**config.mk**
```make
export PLATFORM = sky130hd
export DESIGN_NAME = program_loader_flat
export DESIGN_NICKNAME = d
export VERILOG_FILES = /design/src/rtl/program_loader_if.sv /design/src/rtl/program_loader.sv /design/src/flat_wrapper.sv
export SDC_FILE = /design/constraint.sdc
export NUM_CORES = 1
export LEC_CHECK = 0
export CORE_UTILIZATION = 55
export DETAILED_ROUTE_END_ITERATION = 6
export DONT_BUFFER_PORTS = 1
export GPL_ROUTABILITY_DRIVEN = 0
export PLACE_DENSITY = 0.74
export SLEW_MARGIN = 20
export SYNTH_ARGS = -nofsm -noshare
export SYNTH_HDL_FRONTEND = slang
export SYNTH_SLANG_ARGS = --single-unit
export TNS_END_PERCENT = 20
```
**constraint.sdc**
```tcl
create_clock -name clk -period 4 [get_ports clk]
set_input_delay 0.8 -clock clk [delete_from_list [all_inputs] [get_ports clk]]
set_output_delay 0.8 -clock clk [all_outputs]
set_load 0.02 [all_outputs]
```
**src/rtl/program_loader_if.sv**
```systemverilog
// Program-memory write port driven by program_loader.
// The loader owns the port (master); the memory wrapper observes it (slave).
interface program_loader_if;
  logic [31:0] programAddress;
  logic [7:0]  programByte;
  logic        programWrEn;

  modport master (output programAddress, output programByte, output programWrEn);
  modport slave  (input  programAddress, input  programByte, input  programWrEn);
endinterface

```
**src/rtl/program_loader.sv**
```systemverilog
// program_loader: receives a length-prefixed program image over UART 8N1,
// writes it into the byte-wide program memory, then releases the CPU.
// Optional feature macro: PROGRAM_CHECKSUM_EN adds a trailing XOR checksum
// byte that must match before the CPU is released.
//
// RX FSM   state    | meaning
//          RX_IDLE  | line idle, waiting for a low sample
//          RX_START | half-bit wait, confirm start bit still low
//          RX_DATA  | eight mid-bit samples, LSB first
//          RX_STOP  | stop-bit sample; high = byte_valid, low = framing error
// Loader   state    | meaning
//          LD_LEN_LO| waiting for length low byte
//          LD_LEN_HI| waiting for length high byte, range-check N
//          LD_DATA  | writing data bytes to address 0..N-1
//          LD_CHECK | waiting for checksum byte (checksum build only)
//          LD_DONE  | image loaded, CPU released, rx ignored
//          LD_ERROR | load failed, CPU held, rx ignored
module program_loader #(
  parameter int CLKS_PER_BIT = 868,
  parameter int MEM_BYTES    = 1024
) (
  input  logic              clk,
  input  logic              reset,
  input  logic              rx,
  program_loader_if.master  prog,
  output logic              startProgram,
  output logic              cpu_reset,
  output logic              load_error,
  output logic              busy
);

  localparam int              CW        = $clog2(CLKS_PER_BIT);
  localparam logic [CW-1:0]   BIT_LAST  = CW'(CLKS_PER_BIT - 1);
  localparam logic [CW-1:0]   HALF_LAST = CW'(CLKS_PER_BIT / 2 - 1);
  localparam logic [16:0]     MEM_MAX   = 17'(MEM_BYTES);

  typedef enum logic [1:0] {RX_IDLE, RX_START, RX_DATA, RX_STOP} rx_state_t;
  typedef enum logic [2:0] {
    LD_LEN_LO, LD_LEN_HI, LD_DATA,
`ifdef PROGRAM_CHECKSUM_EN
    LD_CHECK,
`endif
    LD_DONE, LD_ERROR
  } ld_state_t;

  logic          rx_meta, rx_sync;
  rx_state_t     rx_state, rx_nxt;
  logic [CW-1:0] bit_cnt;
  logic [2:0]    bit_idx;
  logic [7:0]    shreg;
  logic          tc, stop_good, frame_bad, byte_valid;

  ld_state_t     ld_state, ld_nxt;
  logic [7:0]    len_lo;
  logic [15:0]   len, wr_cnt, n_rx;
`ifdef PROGRAM_CHECKSUM_EN
  logic [7:0]    xor_acc;
`endif

  assign tc   = (bit_cnt == '0);
  assign n_rx = {shreg, len_lo};

  // Two-flop synchronizer for the asynchronous serial input, idle-high
  always_ff @(posedge clk or negedge reset) begin
    if (!reset) begin
      rx_meta <= 1'b1;
      rx_sync <= 1'b1;
    end else begin
      rx_meta <= rx;
      rx_sync <= rx_meta;
    end
  end

  // RX state register
  always_ff @(posedge clk or negedge reset) begin
    if (!reset) rx_state <= RX_IDLE;
    else        rx_state <= rx_nxt;
  end

  // RX next state plus stop-bit verdict (frame_bad feeds the loader directly)
  always_comb begin
    rx_nxt    = rx_state;
    stop_good = 1'b0;
    frame_bad = 1'b0;
    case (rx_state)
      RX_IDLE:  if (!rx_sync) rx_nxt = RX_START;
      RX_START: if (tc) rx_nxt = rx_sync ? RX_IDLE : RX_DATA;
      RX_DATA:  if (tc && bit_idx == 3'd7) rx_nxt = RX_STOP;
      RX_STOP: begin
        if (tc) begin
          rx_nxt    = RX_IDLE;
          stop_good = rx_sync;
          frame_bad = !rx_sync;
        end
      end
      default:  rx_nxt = RX_IDLE;
    endcase
  end

  // Bit timer (down-counter, reloads on terminal count), bit index, shifter
  always_ff @(posedge clk or negedge reset) begin
    if (!reset) begin
      bit_cnt    <= HALF_LAST;
      bit_idx    <= '0;
      shreg      <= '0;
      byte_valid <= 1'b0;
    end else begin
      byte_valid <= stop_good;
      if (rx_state == RX_IDLE) bit_cnt <= HALF_LAST;
      else if (tc)             bit_cnt <= BIT_LAST;
      else                     bit_cnt <= bit_cnt - 1'b1;
      if (rx_state == RX_START)      bit_idx <= '0;
      else if (rx_state == RX_DATA && tc) bit_idx <= bit_idx + 1'b1;
      if (rx_state == RX_DATA && tc) shreg <= {rx_sync, shreg[7:1]};
    end
  end

  // Loader state register
  always_ff @(posedge clk or negedge reset) begin
    if (!reset) ld_state <= LD_LEN_LO;
    else        ld_state <= ld_nxt;
  end

  // Loader next state; DATA lingers one cycle after the last write so the
  // release follows the final write strobe
  always_comb begin
    ld_nxt = ld_state;
    case (ld_state)
      LD_LEN_LO: if (byte_valid) ld_nxt = LD_LEN_HI;
      LD_LEN_HI: begin
        if (byte_valid)
          ld_nxt = (n_rx == 16'd0 || {1'b0, n_rx} > MEM_MAX) ? LD_ERROR : LD_DATA;
      end
`ifdef PROGRAM_CHECKSUM_EN
      LD_DATA:   if (wr_cnt == len) ld_nxt = LD_CHECK;
      LD_CHECK:  if (byte_valid) ld_nxt = (xor_acc == shreg) ? LD_DONE : LD_ERROR;
`else
      LD_DATA:   if (wr_cnt == len) ld_nxt = LD_DONE;
`endif
      LD_DONE:   ld_nxt = LD_DONE;
      LD_ERROR:  ld_nxt = LD_ERROR;
      default:   ld_nxt = LD_ERROR;
    endcase
    if (frame_bad && ld_state != LD_DONE) ld_nxt = LD_ERROR;
  end

  // Length capture and memory write port
  always_ff @(posedge clk or negedge reset) begin
    if (!reset) begin
      len_lo              <= '0;
      len                 <= '0;
      wr_cnt              <= '0;
      prog.programWrEn    <= 1'b0;
      prog.programAddress <= '0;
      prog.programByte    <= '0;
`ifdef PROGRAM_CHECKSUM_EN
      xor_acc             <= '0;
`endif
    end else begin
      prog.programWrEn <= 1'b0;
      if (ld_state == LD_LEN_LO && byte_valid) len_lo <= shreg;
      if (ld_state == LD_LEN_HI && byte_valid) len    <= n_rx;
      if (ld_state == LD_DATA && byte_valid && wr_cnt != len) begin
        prog.programWrEn    <= 1'b1;
        prog.programAddress <= {16'd0, wr_cnt};
        prog.programByte    <= shreg;
        wr_cnt              <= wr_cnt + 1'b1;
`ifdef PROGRAM_CHECKSUM_EN
        xor_acc             <= xor_acc ^ shreg;
`endif
      end
    end
  end

  assign startProgram = (ld_state == LD_DONE);
  assign cpu_reset    = !startProgram;
  assign load_error   = (ld_state == LD_ERROR);
  assign busy         = !(ld_state == LD_LEN_LO || ld_state == LD_DONE || ld_state == LD_ERROR);

endmodule
```
**src/flat_wrapper.sv**
```systemverilog
// flat-port wrapper written by rule: the top's interface ports become plain ports
module program_loader_flat 
#(
  parameter int CLKS_PER_BIT = 868,
  parameter int MEM_BYTES    = 1024
)
  (clk, reset, rx, startProgram, cpu_reset, load_error, busy, prog_programAddress, prog_programByte, prog_programWrEn);
  program_loader_if prog_i ();
  input  logic clk;
  input  logic reset;
  input  logic rx;
  output logic startProgram;
  output logic cpu_reset;
  output logic load_error;
  output logic busy;
  output wire logic [$bits(prog_i.programAddress)-1:0] prog_programAddress;
  output wire logic [$bits(prog_i.programByte)-1:0] prog_programByte;
  output wire logic [$bits(prog_i.programWrEn)-1:0] prog_programWrEn;
  assign prog_programAddress = prog_i.programAddress;
  assign prog_programByte = prog_i.programByte;
  assign prog_programWrEn = prog_i.programWrEn;
  program_loader #(.CLKS_PER_BIT(CLKS_PER_BIT), .MEM_BYTES(MEM_BYTES)) u_core (.clk(clk), .reset(reset), .rx(rx), .prog(prog_i), .startProgram(startProgram), .cpu_reset(cpu_reset), .load_error(load_error), .busy(busy));
endmodule
```
==> flow_metrics.env, run 1 <==
export IMPL_place_inst=419
export IMPL_clock_latency_ns=0.35
export IMPL_setup_worst_path_start="u_core.wr_cnt[8]"
export IMPL_fp_dieArea_mm2=0.008150
export IMPL_post_synth_and_or_nand_nor_area_fraction_pct=11.35
export IMPL_first_pass_grt_wire_length_um=11900
export IMPL_seq_area_frac_synth_pct=55.08
export IMPL_synth_top_cell_area_share_pct=50.79
export IMPL_vias=2470
export IMPL_pin_count=48
export IMPL_finalClockSkew_ns=0.009009
export IMPL_syn_mean_instance_area_um2=12.87
export IMPL_post_synth_instance_area_mm2=0.004287
export IMPL_firstDrtPassIters=4
export IMPL_clk_path_buf_depth=2
export IMPL_cp_arrival_ns=2.75
export IMPL_criticalPathCategory="reg2reg"
export IMPL_routed_wl_um=6887
export IMPL_drt_initial_drc_count=126
export IMPL_synth_yosys_warnings=0
export IMPL_setup_viol_count_final=0
export IMPL_final_cell_count_no_fill=435
export IMPL_post_cts_setup_repair_buffer_count=0
export IMPL_grt_start_max_net_pins=95
export IMPL_max_rail_drop_vdd_mv=0.2639
export IMPL_postSynthRegisterBits=94
export IMPL_yosys_area_share_adder_pct=1.459
export IMPL_cell_taking_the_most_area_after_synthesis="dfrtp_1"
export IMPL_cts_root_buf="clkbuf_8"
export IMPL_maxSlewHeadroom_pct=30.61
export IMPL_io_buffer_count=0
export IMPL_power_density_cell_area_mw_per_mm2=340.0
export IMPL_power_leakage_nw=2.263
export IMPL_detail_route_wl_per_cell_um=15.83
export IMPL_max_slew_worst_pin_slew_ns=1.039
export IMPL_tritoncts="built"
export IMPL_run_status="complete, no violations"
export IMPL_vias_in_the_first_global_route=2388
export IMPL_setup_total_negative_slack_ns=0
export IMPL_path_max_fanout=27
export IMPL_grt_util_all_layers_pct=18.28
export IMPL_setup_slack_ns=1.484
export IMPL_fraction_of_layout_cells_with_a_size_suffix_above_1_pct=26.79
export IMPL_finalWorstPathRequiredPeriod_ns=2.516
export IMPL_post_cts_hold_buffer_count=0
export IMPL_ffs_w_async_s_r_synth_pct=100.0
export IMPL_clk_pin_slew_worst_paths_ns=0.09
export IMPL_yosys_top_cells_count="dfrtp_1, mux2_2, xor2_1, xnor2_1, buf_4"
export IMPL_final_hold_worst_slack_ns=0.1374
export IMPL_post_synth_xor_area_fraction_pct=7.560
export IMPL_fp_dieH_um=90.28
export IMPL_syn_inst=333
export IMPL_cts_sinks=94
export IMPL_finalPower_mw=1.517
export IMPL_drv_max_cap_violation_count=0
export IMPL_synth_top_family_by_area="multiplexers"
export IMPL_pre_cts_ws_ns=1.453
export IMPL_rows=31
export IMPL_hold_path_class="in2async"
export IMPL_number_of_distinct_library_cells_after_synthesis=49
export IMPL_f_max_mhz=397.5
export IMPL_most_instantiated_flip_flop_cell_in_the_synthesis_netlist="dfrtp_1"
export IMPL_final_max_slew_violation_count=0
export IMPL_period_share_pct=62.89
export IMPL_synth_area_top_cells="dfrtp_1, mux2_2, dfstp_2"
export IMPL_antenna_cells_inserted=0
export IMPL_ant_nets=0
export IMPL_initial_core_util_pct=57.86
export IMPL_grt_setup_unrepaired="no"
export IMPL_number_of_enable_type_register_cells_in_the_synthesized_netlist=0
export IMPL_fillers=592
export IMPL_dominant_cell_by_count_in_the_synthesized_netlist="dfrtp_1"
export IMPL_drt_drc_violations_left=0
export IMPL_num_nets_final=339
export IMPL_critical_path_required_ns=4.23
export IMPL_regToRegStartpoint="u_core.wr_cnt[8]"
export IMPL_vias_per_cell=5.678
export IMPL_place_hpwl_um=4621
export IMPL_timing_reg2reg_worst_path_depth=5
export IMPL_end_kind="flip-flop"
export IMPL_crit_path_start_kind="flip-flop"
export IMPL_overflow=0
export IMPL_hold_viol_final=0
export IMPL_cts_htree_levels=3
export IMPL_die_width_um=90.28
export IMPL_muxShareOfSynthArea_pct=15.24
export IMPL_cts_buffers_inserted=9
export IMPL_areaGrowthSynthToFinish_pct=4.057
export IMPL_grt_antenna_before_repair=0
export IMPL_postCtsResizedCells=0
export IMPL_floorplan_core_area_mm2=0.007408
export IMPL_synth_compound_area_share_pct=4.378
-- path summary, 6_finish.rpt --
path | end | slack (ns)
max reg2reg | u_core.prog.programByte[4] | 1.48
min reg2reg | u_core.rx_sync | 0.36
min | u_core.prog.programAddress[11] | 0.14
min in group clk | u_core.rx_sync | 0.36
max | u_core.prog.programByte[4] | 1.48
max in group asynchronous | u_core.rx_sync | 3.67
-- critical path: stages, from the launching register on --
cell     delay [ns]
dfrtp_1        0.46
xor2_1         0.19
nor4_1         0.40
nand4_2        0.44
nand3_4        0.50
mux2_2         0.39
-- per-layer routing --
layer | GRT usage [%] | vias to the layer above | part of all wire [%]
met1 | 26.41 | 1257 | 50
met5 | 0 | - | 0
met4 | 7.124 | 0 | 1.0
li1 | - | 1142 | -
met3 | 4.125 | 7 | 5.1
met2 | 26.97 | 64 | 44
-- stage by stage --
stage,instance area (um^2),utilization [%]
6_report,4461,60.21
2_1_floorplan,4343,-
3_5_place_dp,4293,57.95
5_1_grt,4461,60.21
3_3_place_gp,4293,57.95
4_1_cts,4461,60.21
-- layout by cell type, fill, tap and decap left out, types with 2 or more instances in the layout --
cell and count:
conb_1 16, or4_4 2, a22o_1 3, clkbuf_1 2, inv_1 5, and3_1 9, nand3_1 8, nor3_1 3
nor4_1 6, o21ai_0 4, nor2_1 13, clkinv_2 3, clkbuf_8 10, a311oi_1 2, dfrtp_1 87, ha_1 5
nand2_1 15, xnor2_1 18, xor2_1 19, mux2_2 58, and4_1 2, nand4_1 8, and2_1 2, dfstp_2 7
a21oi_1 7
-- cells by family after synthesis --
group / after synthesis
fa+ha+maj: 5
other cells: 1
simple gates: 79
flops: 94
buf+inv: 33
mux: 58
compound gates: 26
xor+xnor: 37
-- report_power, final --
| group | internal, mW | leakage [nW] | total (mW) | switching [mW] |
|---|---|---|---|---|
| Clock | 0.241 | 0.0861 | 0.551 | 0.310 |
| Sequential | 0.951 | 1.28 | 0.952 | 0.000656 |
| Combinational | 0.000360 | 0.893 | 0.0140 | 0.0136 |
| Total | 1.19 | 2.26 | 1.52 | 0.324 |
-- cell type report --
type,instances,area (um^2),area share (%)
clock buffers,12,145.1,3.254
clock inverters,4,22.52,0.5049
inverters,5,18.77,0.4208
multi-input cells,221,1789,40.11
flip-flops and latches,94,2361,52.93
well taps,99,123.9,2.777
-- state kept, by name, summed over array words and instances, names as in the netlist, named ones only --
register                    cells
u_core.bit_cnt                 10
u_core.bit_idx                  3
u_core.byte_valid               1
u_core.ld_state                 3
u_core.len                     16
u_core.len_lo                   8
u_core.prog.programAddress     16
u_core.prog.programByte         8
u_core.prog.programWrEn         1
u_core.rx_meta                  1
u_core.rx_state                 1
u_core.rx_sync                  1
u_core.shreg                    8
u_core.wr_cnt                  16
No activity file was read; power rests on OpenSTA's default activity.
==> run 2: changes to the inputs <==
==> constraint.sdc (replaced) <==
create_clock -name clk -period 2.6 [get_ports clk]
set_input_delay 0.52 -clock clk [delete_from_list [all_inputs] [get_ports clk]]
set_output_delay 0.52 -clock clk [all_outputs]
set_load 0.02 [all_outputs]
==> run 2 against run 1 <==
Sequential cell count unchanged. Fmax up 14%. Final cell count up 1.1%. Power up 65%. Clock power up 80%. Die area unchanged. Sequential share of layout area down 1.2 points. Non-clock buffer count up 5. Utilization up 1.4 points. Critical path type unchanged.
==> flow_metrics.env, run 2 (synthesized netlist as in run 1, its figures left out) <==
export IMPL_firstDrtPassIters=4
export IMPL_finalPower_mw=2.509
export IMPL_grt_antenna_before_repair=0
export IMPL_fraction_of_layout_cells_with_a_size_suffix_above_1_pct=28.15
export IMPL_max_stage_delay_ns=0.49
export IMPL_power_density_cell_area_mw_per_mm2=550.1
export IMPL_timing_critical_path_max_delay_family="simple AND/OR/NAND/NOR gates"
export IMPL_finalWorstPathRequiredPeriod_ns=2.214
export IMPL_mostFrequentLayoutCells="dfrtp_1, mux2_2, xor2_1"
export IMPL_cp_arrival_ns=2.46
export IMPL_setup_total_negative_slack_ns=0
export IMPL_clk_pin_slew_worst_paths_ns=0.09
export IMPL_vias_per_cell=5.739
export IMPL_initial_core_util_pct=57.86
export IMPL_num_nets_final=344
export IMPL_routed_wl_um=7250
export IMPL_final_area_mm2=0.004561
export IMPL_areaGrowthSynthToFinish_pct=6.392
export IMPL_cpMaxStageDelayCell="and4_1"
export IMPL_finalClockSkew_ns=0.01131
export IMPL_rows=31
export IMPL_drv_max_cap_violation_count=0
export IMPL_detailed_place_area_mm2=0.004315
export IMPL_grt_setup_unrepaired="no"
export IMPL_cp_num_buf_inv=0
export IMPL_vias=2525
export IMPL_antenna_cells_inserted=0
export IMPL_post_cts_setup_repair_buffer_count=0
export IMPL_tritoncts="built"
export IMPL_power_leakage_nw=2.305
export IMPL_floorplan_core_area_mm2=0.007408
export IMPL_detail_route_wl_per_cell_um=16.48
export IMPL_area_of_the_multi_input_gates_mm2=0.001789
export IMPL_end_kind="flip-flop"
export IMPL_period_share_pct=85.16
export IMPL_grt_start_max_net_pins=95
export IMPL_pin_count=48
export IMPL_seq_area_mm2=0.002361
export IMPL_ant_nets=0
export IMPL_drt_initial_drc_count=118
export IMPL_place_hpwl_um=4737
export IMPL_fp_dieArea_mm2=0.008150
export IMPL_crit_path_start_kind="flip-flop"
export IMPL_run_status="complete, no violations"
export IMPL_postCtsResizedCells=0
export IMPL_path_max_fanout=10
export IMPL_final_max_slew_violation_count=0
export IMPL_clk_path_buf_depth=2
export IMPL_cts_sinks=94
export IMPL_reg_largest_list="u_core.len (16), u_core.prog.programAddress (16), u_core.wr_cnt (16)"
export IMPL_criticalPathCategory="reg2reg"
export IMPL_crit_chain="nor4_4 > and4_1 > nand2_1 > nor2_4 > mux2_2"
export IMPL_hold_viol_final=0
export IMPL_max_rail_drop_vdd_mv=0.3099
export IMPL_hold_path_class="in2async"
export IMPL_cts_htree_levels=3
export IMPL_fp_dieH_um=90.28
export IMPL_vias_in_the_first_global_route=2461
export IMPL_clock_latency_ns=0.36
export IMPL_first_pass_grt_wire_length_um=12390
export IMPL_grt_util_all_layers_pct=19.19
export IMPL_fillers=602
export IMPL_critical_path_required_ns=2.84
export IMPL_overflow=0
export IMPL_io_buffer_count=0
export IMPL_f_max_mhz=451.6
export IMPL_cts_buffers_inserted=9
export IMPL_drt_drc_violations_left=0
export IMPL_timing_reg2reg_setup_slack_ns=0.39
export IMPL_cts_root_buf="clkbuf_8"
export IMPL_setup_viol_count_final=0
export IMPL_layout_cells_most_common="dfrtp_1"
export IMPL_die_width_um=90.28
==> run 2: cell types whose count changed in the layout (fill, tap and decap cells not counted) <==
cell | before | now
clkinv_2 | 3 | 0
clkbuf_1 | 2 | 0
clkinvlp_4 | 1 | 3
buf_4 | 0 | 3
buf_16 | 0 | 1
bufinv_16 | 0 | 1
clkinv_4 | 0 | 1
dlygate4sd3_1 | 0 | 1
inv_6 | 0 | 1
==> run 2: per-layer routing <==
metal / track usage [%] / vias to the layer above / routed length (um)
li1: - / 1159 / -
met1: 27.78 / 1288 / 3537
met2: 28.94 / 68 / 3338
met3: 4.630 / 10 / 290
met4: 5.511 / 0 / 83
met5: 0 / - / 0
==> run 2: path summary, 6_finish.rpt <==
check,from,end,cells past startpoint
worst max-delay path,u_core.bit_cnt[6],u_core.shreg[5],5
worst min-delay path,reset,u_core.prog.programAddress[3],1
worst max register to register,u_core.bit_cnt[6],u_core.shreg[5],5
worst min register to register,u_core.rx_meta,u_core.rx_sync,0
max in group asynchronous,reset,u_core.bit_cnt[5],1
min in group clk,rx,u_core.rx_meta,0
==> run 2: layout make-up <==
class                           count  area share [%]
Tap cell                           99           2.716
Clock inverter                      6           1.536
Inverter                            5          0.4115
Sequential cell                    94           51.77
Multi-Input combinational cell    221           39.23
Clock buffer                       10           3.018
Timing Repair Buffer                5           1.317
==> run 2: stage by stage <==
step	worst slack [ns]	instances	hold slack, ns	utilization [%]
after floorplan	0.6909	348	0.2244	-
after global placement	0.3876	422	0.2272	58.25
after detailed placement	0.3664	422	0.2280	58.25
after CTS	0.3588	438	-0.1737	61.05
after global routing	0.2293	440	0.08412	61.56
final	0.3858	440	0.04721	61.56
==> run 2: worst register-to-register path: stages (launching register included) <==
cell and delay (ns):
dfrtp_1 0.43, nor4_4 0.39, and4_1 0.49, nand2_1 0.18, nor2_4 0.24, mux2_2 0.37
==> run 2: report_power, final <==
group,leakage [nW],internal [mW],total (mW),switching [mW]
combinational,0.926,0.00600,0.0543,0.0483
sequential,1.28,1.46,1.46,0.00101
clock,0.0951,0.475,0.990,0.514
==> run 3: changes to the inputs <==
--- a/config.mk
+++ b/config.mk
@@ -9,7 +9,7 @@
 export DETAILED_ROUTE_END_ITERATION = 6
 export DONT_BUFFER_PORTS = 1
 export GPL_ROUTABILITY_DRIVEN = 0
-export PLACE_DENSITY = 0.74
+export PLACE_DENSITY = 0.75
 export SLEW_MARGIN = 20
 export SYNTH_ARGS = -nofsm -noshare
 export SYNTH_HDL_FRONTEND = slang
==> run 3 against run 2 <==
Clock skew is 0.0042 ns lower. Utilization down 0.14 points. Final cell count unchanged. Critical endpoint unchanged. Sequential cell count is the same. Cell area shrank 0.22%. Clock-buffer cell count is 1 lower. Largest power group unchanged. Fmax is 1.4% higher. Critical path depth did not move.
==> flow_metrics.env, run 3 (synthesized netlist as in run 1, its figures left out) <==
export IMPL_clk_path_buf_depth=2
export IMPL_cts_htree_levels=3
export IMPL_detailed_place_area_mm2=0.004315
export IMPL_grt_start_max_net_pins=95
export IMPL_p_switching_uw=564.9
export IMPL_setup_viol_count_final=0
export IMPL_cts_buffers_inserted=9
export IMPL_drt_initial_drc_count=116
export IMPL_clock_latency_ns=0.35
export IMPL_vias_per_cell=5.645
export IMPL_layout_cells_most_common="dfrtp_1"
export IMPL_internal_power_mw=1.915
export IMPL_final_area_mm2=0.004551
export IMPL_fraction_of_layout_cells_with_a_size_suffix_above_1_pct=28.15
export IMPL_detail_route_wl_per_cell_um=16.02
export IMPL_hold_viol_final=0
export IMPL_setup_slack_ns=0.4154
export IMPL_firstDrtPassIters=4
export IMPL_max_slew_worst_pin_slew_ns=0.4999
export IMPL_f_max_mhz=457.8
export IMPL_criticalPathCategory="reg2reg"
export IMPL_pre_cts_ws_ns=0.4493
export IMPL_fp_dieArea_mm2=0.008150
export IMPL_drt_drc_violations_left=0
export IMPL_period_share_pct=84.02
export IMPL_fp_dieH_um=90.28
export IMPL_finalWorstPathRequiredPeriod_ns=2.185
export IMPL_reg_largest_list="u_core.len (16), u_core.prog.programAddress (16), u_core.wr_cnt (16)"
export IMPL_path_max_fanout=10
export IMPL_mostFrequentLayoutCells="dfrtp_1, mux2_2, xor2_1"
export IMPL_share_comb_of_total_power_pct=2.2
export IMPL_postCtsResizedCells=0
export IMPL_num_nets_final=344
export IMPL_cp_arrival_ns=2.43
export IMPL_final_max_slew_violation_count=0
export IMPL_setup_total_negative_slack_ns=0
export IMPL_crit_path_start_kind="flip-flop"
export IMPL_pwr_share_clk_pct=38.8
export IMPL_end_kind="flip-flop"
export IMPL_critical_path_required_ns=2.84
export IMPL_antenna_cells_inserted=0
export IMPL_netSwitchingFraction_pct=22.78
export IMPL_overflow=0
export IMPL_drv_max_cap_violation_count=0
export IMPL_finalClockSkew_ns=0.007103
export IMPL_cts_root_buf="clkbuf_8"
export IMPL_vias_in_the_first_global_route=2417
export IMPL_initial_core_util_pct=57.86
export IMPL_tritoncts="built"
export IMPL_vias=2484
export IMPL_areaGrowthSynthToFinish_pct=6.159
export IMPL_io_buffer_count=0
export IMPL_grt_util_all_layers_pct=18.48
export IMPL_power_density_cell_area_mw_per_mm2=545.1
export IMPL_cts_sinks=94
export IMPL_die_width_um=90.28
export IMPL_place_hpwl_um=4669
export IMPL_pin_count=48
export IMPL_routed_wl_um=7047
export IMPL_hold_path_class="in2async"
export IMPL_rows=31
export IMPL_ant_nets=0
export IMPL_power_frac_seq_pct=59.1
export IMPL_clk_pin_slew_worst_paths_ns=0.09
export IMPL_timing_reg2reg_setup_slack_ns=0.42
export IMPL_grt_antenna_before_repair=0
export IMPL_grt_setup_unrepaired="no"
export IMPL_floorplan_core_area_mm2=0.007408
export IMPL_post_cts_setup_repair_buffer_count=0
export IMPL_max_rail_drop_vdd_mv=0.3218
export IMPL_maxSlewHeadroom_pct=66.53
export IMPL_first_pass_grt_wire_length_um=11900
export IMPL_power_leakage_nw=2.298
export IMPL_run_status="complete, no violations"
==> run 3: cell type report <==
type / instances / area [um^2]
fillers: 576 / 2858
flip-flops and latches: 94 / 2361
multi-input cells: 221 / 1789
clock buffers: 9 / 123.9
well taps: 99 / 123.9
clock inverters: 7 / 73.82
repair buffers: 5 / 60.06
inverters: 5 / 18.77
==> run 3: routing by layer <==
metal  GRT usage, %  routed length (um)  share of wire, %  up-vias
met2          27.99                3188                45       71
met1          26.20                3442                49     1242
met4          8.199                 131               1.9        0
li1               -                   -                 -     1160
met3          3.367                 284               4.0       11
met5              0                   0                 0        -
==> run 3: critical path: stages (launching register included) <==
cell	delay (ns)
dfrtp_1	0.44
nor4_4	0.38
and4_1	0.48
nand2_1	0.17
nor2_4	0.24
mux2_2	0.36
==> run 3: power by group through the flow <==
stage / Combinational, mW / Sequential (mW) / Clock [mW]
2_1_floorplan: 0.0396 / 1.49 / 0
3_3_place_gp: 0.0212 / 1.49 / 0
3_5_place_dp: 0.0212 / 1.49 / 0
4_1_cts: 0.0212 / 1.47 / 0.991
5_1_grt: 0.0625 / 1.47 / 1.04
6_report: 0.0541 / 1.46 / 0.961
==> run 3: final timing paths <==
path                                   startpoint                             to  depth (start not counted)
worst min register to register     u_core.rx_meta                 u_core.rx_sync                          0
min in group clk                               rx                 u_core.rx_meta                          0
worst min-delay path                        reset  u_core.prog.programAddress[2]                          1
max in group asynchronous                   reset              u_core.bit_cnt[7]                          1
worst max register to register  u_core.bit_cnt[6]                u_core.shreg[5]                          5
worst max-delay path            u_core.bit_cnt[6]                u_core.shreg[5]                          5
==> run 3: stage by stage <==
step | util, % | instances | total power, mW | hold slack, ns
after detailed placement | 58.25 | 422 | 1.515 | 0.2271
after global routing | 61.43 | 440 | 2.567 | 0.09524
final | 61.43 | 440 | 2.480 | 0.04886
after CTS | 60.92 | 438 | 2.477 | -0.1634
after global placement | 58.25 | 422 | 1.515 | 0.2270
after floorplan | - | 348 | 1.533 | 0.2244
==> edit: new RTL, flow settings as in run 3 <==
The 5 states of `ld_state_t` get a one-hot encoding in 5 bits.
--- a/src/rtl/program_loader.sv
+++ b/src/rtl/program_loader.sv
@@ -35,12 +35,12 @@
   localparam logic [16:0]     MEM_MAX   = 17'(MEM_BYTES);
 
   typedef enum logic [1:0] {RX_IDLE, RX_START, RX_DATA, RX_STOP} rx_state_t;
-  typedef enum logic [2:0] {
-    LD_LEN_LO, LD_LEN_HI, LD_DATA,
+  typedef enum logic [4:0] {
+    LD_LEN_LO = 5'b00001, LD_LEN_HI = 5'b00010, LD_DATA = 5'b00100,
 `ifdef PROGRAM_CHECKSUM_EN
     LD_CHECK,
 `endif
-    LD_DONE, LD_ERROR
+    LD_DONE = 5'b01000, LD_ERROR = 5'b10000
   } ld_state_t;
 
   logic          rx_meta, rx_sync;
Formal check against the unedited RTL: same outputs for any inputs over 10 cycles, from zero or initial values and one cycle with reset low; not proved beyond that.
==> edit against run 3 <==
Count of clock-buffer cells in the layout increased by 1. Total power increased by 2.0%. First-iteration DRC count increased by 34%. Die area increased by 2.2%. Synthesized area increased by 2.3%. Cell area increased by 2.7%. Clock skew increased by 0.0057 ns. Wire length increased by 9.0%. Via count increased by 12%. Cell count increased by 15%. Sequential cell count increased by 2. Hold slack improved by 0.0072 ns. Setup slack got worse by 0.21 ns. Global-route usage increased by 1.2 points. Largest power group unchanged. Highest routed layer unchanged.
==> edit: results (changes against run 3) <==
- Worst slew pin tran: 0.6170 ns (+0.1171 ns)
- Max VDD drop: 0.3101 mV (-3.6%)
- Area after DPL: 4441 um^2 (+2.9%)
- Slowest CP cell: or3b_1
- Reg2reg path depth: 6 (+1)
- Crit path largest cell delay: 0.41 ns (-0.07 ns)
- DR iter-0 viols: 156 (+34%)
- Status: finished clean
- First-pass GRT wire length: 12840 um (+7.9%)
- Leakage: 2.340 nW (+1.8%)
- Maximum number of pins on one net before global-route repair: 97 (+2.1%)
- GRT Total Usage: 0.1970 (+0.01215)
- Critical Path AT: 2.68 ns (+0.25 ns)
- Nets: 410 (+19%)
- Skew final: 0.01277 ns (+0.005665 ns)
- Number of fill cells: 604 (+4.9%)
- Finished Layout Cells: 508 (+15%)
- Post-synth top cells: 88 x dfrtp_1, 68 x nand2_1, 41 x mux2_2
- Power Internal: 0.001967 W (+2.7%)
- Worst Hold Class: in2async
- Synthesized area per cell: 10.96 um^2 (-15%)
- Post-synth cell types: 39 (-20%)
- Detailed placement HPWL: 5058 um (+8.3%)
- Total Wirelength: 7679 um (+9.0%)
- Placed Cells: 491 (+16%)
[edit: cell families after synthesis]
group	count (synthesis)	synth area share
buffers and inverters	43	0.05422
other	1	0.0008553
adders and majority gates	5	0.01427
xor gates and xnor gates	40	0.07991
and+or+nand+nor	146	0.1547
AOI/OAI and AO/OA	28	0.04053
DFF	96	0.5502
muxes	41	0.1053
[edit: layer usage]
layer,up-vias,wire length [um],global-route usage
li1,1330,-,-
met1,1377,3470,0.2517
met2,64,3706,0.3138
met3,21,288,0.04606
met4,0,214,0.1019
met5,-,0,0
[edit: area by class of cell]
class	count	share of cell area
multi-input cells	276	0.3832
inverters	8	0.006427
clock inverters	5	0.01205
well taps	102	0.02732
flip-flops and latches	96	0.5163
repair buffers	11	0.02517
clock buffers	10	0.02946
[edit: power groups by stage]
stage | clock network (W) | registers, W | logic [W]
after floorplan | 0 | 0.00153 | 0.0000392
after global placement | 0 | 0.00153 | 0.0000207
after detailed placement | 0 | 0.00153 | 0.0000208
after CTS | 0.000992 | 0.00150 | 0.0000208
after global routing | 0.00105 | 0.00150 | 0.0000631
final | 0.000979 | 0.00150 | 0.0000550
[edit: through the flow]
step	setup slack, ns	utilization
after floorplan	0.2216	-
after global placement	0.2616	0.5746
after detailed placement	0.1954	0.5746
after CTS	0.1908	0.5997
after global routing	0.03325	0.6046
final	0.2086	0.6046
[edit: path summary, 6_finish.rpt]
path,slack (ns),to
worst min-delay path,0.06,u_core.prog.programAddress[9]
worst min register to register,0.36,u_core.rx_sync
worst max register to register,0.21,u_core.wr_cnt[12]
worst max-delay path,0.21,u_core.wr_cnt[12]
max in group asynchronous,1.60,u_core.bit_cnt[0]
min in group clk,0.15,u_core.rx_meta
